### src/rtl/alu_pkg.sv
// Shared types and sizes for the ALU result register stage.
package alu_pkg;

  localparam int RESULT_W   = 8;
  localparam int HIST_DEPTH = 4;

  typedef enum logic [1:0] {
    IDLE     = 2'd0,
    COMMIT   = 2'd1,
    LOCKOUT  = 2'd2,
    WAIT_LOW = 2'd3
  } alu_reg_state_t;

endpackage

### src/rtl/alu_result_reg_sync_rise.sv
// Two-flop synchronizer for an asynchronous button, plus rising-edge detect
// on the synchronized level.
module sync_rise (
  input  logic clk,
  input  logic resetn,
  input  logic d_async,
  output logic level,
  output logic rise
);

  logic r_s1;
  logic r_s2;
  logic r_s2_d;

  always_ff @(posedge clk or negedge resetn) begin
    if (!resetn) begin
      r_s1   <= 1'b0;
      r_s2   <= 1'b0;
      r_s2_d <= 1'b0;
    end else begin
      r_s1   <= d_async;
      r_s2   <= r_s1;
      r_s2_d <= r_s2;
    end
  end

  assign level = r_s2;
  assign rise  = r_s2 & ~r_s2_d;

endmodule

### src/rtl/alu_result_reg.sv
// Result register behind the lab ALU: commits alu_out on a debounced press.
// Optional 4-deep history of commits when ALU_HISTORY_EN is defined.
//
// state    | meaning
// ---------+----------------------------------------------------------
// IDLE     | waiting for a synchronized rising edge of capture
// COMMIT   | one cycle; result/history/count take alu_out at the edge
// LOCKOUT  | debounce window, presses ignored while the counter runs
// WAIT_LOW | waiting for the button to be released before re-arming
module alu_result_reg
  import alu_pkg::*;
#(
  parameter int LOCKOUT_CYCLES = 4
) (
  input  logic                clk,
  input  logic                resetn,
  input  logic [RESULT_W-1:0] alu_out,
  input  logic                capture,
  input  logic                clear,
  input  logic [1:0]          hist_sel,
  output logic [RESULT_W-1:0] result,
  output logic [3:0]          acc_b,
  output logic                valid,
  output logic [3:0]          capture_count,
  output logic [RESULT_W-1:0] hist_out
);

  localparam int CNT_W = (LOCKOUT_CYCLES > 1) ? $clog2(LOCKOUT_CYCLES) : 1;
  localparam logic [CNT_W-1:0] CNT_LOAD = CNT_W'(LOCKOUT_CYCLES - 1);

  logic                w_level;
  logic                w_rise;
  alu_reg_state_t      r_state;
  alu_reg_state_t      w_state_nxt;
  logic [CNT_W-1:0]    r_lock_cnt;
  logic                w_commit;
  logic                w_cnt_dec;
  logic [RESULT_W-1:0] r_result;
  logic                r_valid;
  logic [3:0]          r_count;

  sync_rise u_sync (
    .clk     (clk),
    .resetn  (resetn),
    .d_async (capture),
    .level   (w_level),
    .rise    (w_rise)
  );

  always_ff @(posedge clk or negedge resetn) begin
    if (!resetn) r_state <= IDLE;
    else         r_state <= w_state_nxt;
  end

  always_comb begin
    w_state_nxt = r_state;
    if (clear) begin
      w_state_nxt = IDLE;
    end else begin
      case (r_state)
        IDLE:     if (w_rise) w_state_nxt = COMMIT;
        COMMIT:   w_state_nxt = LOCKOUT;
        LOCKOUT:  if (r_lock_cnt == '0) w_state_nxt = WAIT_LOW;
        WAIT_LOW: if (!w_level) w_state_nxt = IDLE;
        default:  w_state_nxt = IDLE;
      endcase
    end
  end

  // clear wins over a commit landing in the same cycle
  always_comb begin
    w_commit  = (r_state == COMMIT) && !clear;
    w_cnt_dec = (r_state == LOCKOUT) && (r_lock_cnt != '0);
  end

  always_ff @(posedge clk or negedge resetn) begin
    if (!resetn) begin
      r_result   <= '0;
      r_valid    <= 1'b0;
      r_count    <= 4'd0;
      r_lock_cnt <= '0;
    end else begin
      r_valid <= w_commit;
      if (clear) begin
        r_result   <= '0;
        r_count    <= 4'd0;
        r_lock_cnt <= '0;
      end else if (w_commit) begin
        r_result   <= alu_out;
        r_count    <= r_count + 4'd1;
        r_lock_cnt <= CNT_LOAD;
      end else if (w_cnt_dec) begin
        r_lock_cnt <= r_lock_cnt - 1'b1;
      end
    end
  end

  assign result        = r_result;
  assign acc_b         = r_result[3:0];
  assign valid         = r_valid;
  assign capture_count = r_count;

`ifdef ALU_HISTORY_EN
  logic [RESULT_W-1:0] r_hist [HIST_DEPTH];

  always_ff @(posedge clk or negedge resetn) begin
    if (!resetn) begin
      for (int i = 0; i < HIST_DEPTH; i++) r_hist[i] <= '0;
    end else if (clear) begin
      for (int i = 0; i < HIST_DEPTH; i++) r_hist[i] <= '0;
    end else if (w_commit) begin
      r_hist[0] <= alu_out;
      for (int i = 1; i < HIST_DEPTH; i++) r_hist[i] <= r_hist[i-1];
    end
  end

  assign hist_out = r_hist[hist_sel];
`else
  // Without history the selector has nothing to choose from.
  logic w_unused_hist_sel;
  assign w_unused_hist_sel = ^hist_sel;
  assign hist_out          = r_result;
`endif

endmodule

### config.mk
export PLATFORM = sky130hd
export DESIGN_NAME = alu_result_reg
export DESIGN_NICKNAME = d
export VERILOG_FILES = /design/src/rtl/alu_pkg.sv /design/src/rtl/alu_result_reg_sync_rise.sv /design/src/rtl/alu_result_reg.sv
export SDC_FILE = /design/constraint.sdc
export NUM_CORES = 1
export LEC_CHECK = 0
export ABC_AREA = 1
export CAP_MARGIN = 20
export CORE_ASPECT_RATIO = 0.7
export CORE_UTILIZATION = 44
export CTS_BUF_LIST = sky130_fd_sc_hd__clkbuf_4
export CTS_CLUSTER_SIZE = 14
export DETAILED_ROUTE_END_ITERATION = 8
export PLACE_DENSITY = 0.85
export SYNTH_ARGS = -nofsm -noshare
export SYNTH_HDL_FRONTEND = slang
export SYNTH_SLANG_ARGS = --single-unit
### constraint.sdc
create_clock -name clk -period 1.5 [get_ports clk]
set_input_delay 0.3 -clock clk [delete_from_list [all_inputs] [get_ports clk]]
set_output_delay 0.3 -clock clk [all_outputs]
set_load 0.01 [all_outputs]
==> results.md <==
* NetSw at 741 uW
* # IOs at 39
* Die X at 58.2 um
* Maxcap violations at 0
* Drt wl/cell at 11.8 um
* Vias in the first global route at 718
* TritonCTS buffer count at 3
* Grt ovf at 0
* Leakage at 0.788 nW
* CTS clk-pin slew, worst paths at 0.11 ns
* WHS at 0.340 ns
* RSZ-0062 raised after global routing: false
* Post-Route WL at 1980 um
* Tightest Hold Check Type: input pin to async pin
* Die Height at 41.3 um
* DR vias at 774
* Setup crit end kind: output port
* GRT Total Usage at 0.195
* Rel. slew slack at 0.784
* Diodes inserted at 0
* FMAX at 703 MHz
* Avg Vias per Cell at 4.61
* Clk_lat worst skew at 0.30 ns
* Post-synthesis instance area at 972 um2
* Post-synth cell types at 17
* CP Data Required Time at 1.20 ns
* Peak VDD IR at 0.000818 V
* Register area share after synthesis at 0.515
* Tightest Pin Transition at 0.324 ns
* Outcome: completed
* Fin cells at 168
* Placeable Area at 1970 um2
* NumNets Final at 159
* Worst path arrival time at 1.12 ns
* Fin crit period at 1.42 ns
* Seq cells post-synth at 20
* Comb pwr share at 0.475
* Layout cells sized above 1 at 0.145
* Setup TNS at 0 ns
* Final Hold Viols at 0
* Largest net degree at the start of global routing at 21
* Post-DP HPWL at 1390 um
* H-tree Lvls at 1
* Port Buffers at 36
* Iteration count of the initial detailed-routing pass at 4
* Max Buffers Root-to-Sink at 2
* Final ANT Viol Nets at 0
* Util after Layout at 0.690
* Initial antenna violation count at 0
* Worst Clk Skew at 0.00117 ns
* Area post-placement at 1290 um2
* CTS Sinks at 20
* Total power at 1.96 mW
* PwrDens at 1440 nW/um2
* Max Slew Vio Count at 0
* Clk pwr share at 0.131
* Switching share of power at 0.378
* Pre-CTS setup slack at -0.0133 ns
* Clock root buffer master: clkbuf_4
* DRC viols at 0
* Reg power frac at 0.395
* # hold bufs at CTS at 0
* Gate count of the mapped netlist at 100
* Post-Syn Area per Cell at 9.72 um2
* Pint at 1.22 mW
* Crit Path Category: flop to output port
* Final worst slack at 0.0768 ns
* Row Count at 13
* Placed Cells at 155
* Final setup fails at 0
* CP max FO at 3
* Routability cong. at 0.757
* Yosys warnings at 0
* Layout area overhead at 39.6%
* First-pass GRT wire length at 3170 um
* CTS tree: yes
* Cell area after layout at 1360 um2
* Syn nets at 120
* Full die area at 2400 um2
* Fillers at 163
* CP startpoint kind: flop
* Starting Density at 0.494
* Initial DRC count at 6
* Final period util at 0.949
-- critical path: stages, from the launching register on --
cell	delay [ns]
dfrtp_1	0.41
buf_4	0.14
dlygate4sd2_1	0.28
-- what timing repair did --
action / CTS / global route
resized for setup: 24 / 2
setup endpoints to repair: 24 / 11
buffers inserted: 9 / 0
-- flip-flops by register name (all words and copies together) (netlist names) --
register       flops
r_state            2
u_sync.r_s1        1
u_sync.r_s2_d      1
valid              1
hist_out           8
capture_count      4
u_sync.level       1
r_lock_cnt         2
-- logic make-up after synthesis --
| kind of cell | synth area share |
|---|---|
| simple gates | 0.153 |
| compound gates | 0.103 |
| fa+ha+maj | 0.0772 |
| flops | 0.515 |
| buf+inv | 0.152 |
-- placed cells by master, fill, tap and decap left out, drive strengths merged, types with 2 or more instances in the layout --
| cell type | synthesis | final |
|---|---|---|
| dlygate4sd2 | 0 | 24 |
| dfrtp | 20 | 20 |
| nand2 | 18 | 18 |
| nor2 | 13 | 13 |
| buf | 13 | 12 |
| clkdlybuf4s50 | 0 | 11 |
| inv | 11 | 11 |
| a22o | 9 | 9 |
| ha | 6 | 6 |
| nand3 | 3 | 3 |
| o21ai | 3 | 3 |
| clkbuf | 1 | 3 |
| nand4 | 2 | 2 |
-- power groups by stage --
stage          clock (mW)  combinational, mW  sequential, mW
3_5_place_dp            0              0.924           0.813
2_1_floorplan           0              0.559           0.830
6_report            0.256              0.929           0.773
4_1_cts             0.271              0.928           0.772
5_1_grt             0.297               1.05           0.793
3_3_place_gp            0              0.881           0.802
-- cell type report --
class,instances,area [um2],area share
clock inverter,1,3.75,0.00276
timing repair buffer,48,423,0.312
tap,30,37.5,0.0276
clock buffer,3,22.5,0.0166
inverter,11,41.3,0.0304
sequential,20,500,0.369
multi-input combinational,55,329,0.242
-- synthesized netlist by cell type --
cell type | count | share of area
a21oi_1 | 1 | 0.0051
clkbuf_2 | 1 | 0.0051
buf_6 | 1 | 0.012
nand3_1 | 3 | 0.015
nor2_2 | 1 | 0.0064
o21ai_0 | 3 | 0.015
nand4_1 | 2 | 0.013
a22o_1 | 8 | 0.072
a22o_2 | 1 | 0.010
nand2_1 | 17 | 0.066
nand2_2 | 1 | 0.0064
dfrtp_1 | 20 | 0.51
ha_1 | 6 | 0.077
buf_4 | 12 | 0.093
nor2_1 | 12 | 0.046
inv_1 | 9 | 0.035
inv_2 | 2 | 0.0077
-- worst paths after layout --
| path | from | to | slack [ns] | depth (start not counted) |
|---|---|---|---|---|
| worst max-delay path | hist_out[0]$_DFFE_PN0P_ | result[0] | 0.08 | 2 |
| worst min-delay path | resetn | capture_count[3]$_DFFE_PN0P_ | 0.34 | 2 |
| worst max register to register | r_state[1]$_DFFE_PN0P_ | hist_out[7]$_DFFE_PN0P_ | 0.13 | 5 |
| worst min register to register | u_sync.r_s1$_DFF_PN0_ | u_sync.level$_DFF_PN0_ | 0.36 | 0 |
| max in group asynchronous | resetn | hist_out[4]$_DFFE_PN0P_ | 0.96 | 2 |
| min in group clk | u_sync.r_s1$_DFF_PN0_ | u_sync.level$_DFF_PN0_ | 0.36 | 0 |
-- metal layers --
metal,share of wire,up-vias,global-route usage
met1,0.44,355,0.216
li1,-,389,-
met5,0,-,0
met3,0.068,2,0.0864
met2,0.49,28,0.356
met4,0.0035,0,0.0536
(Power assumes the default switching activity.)
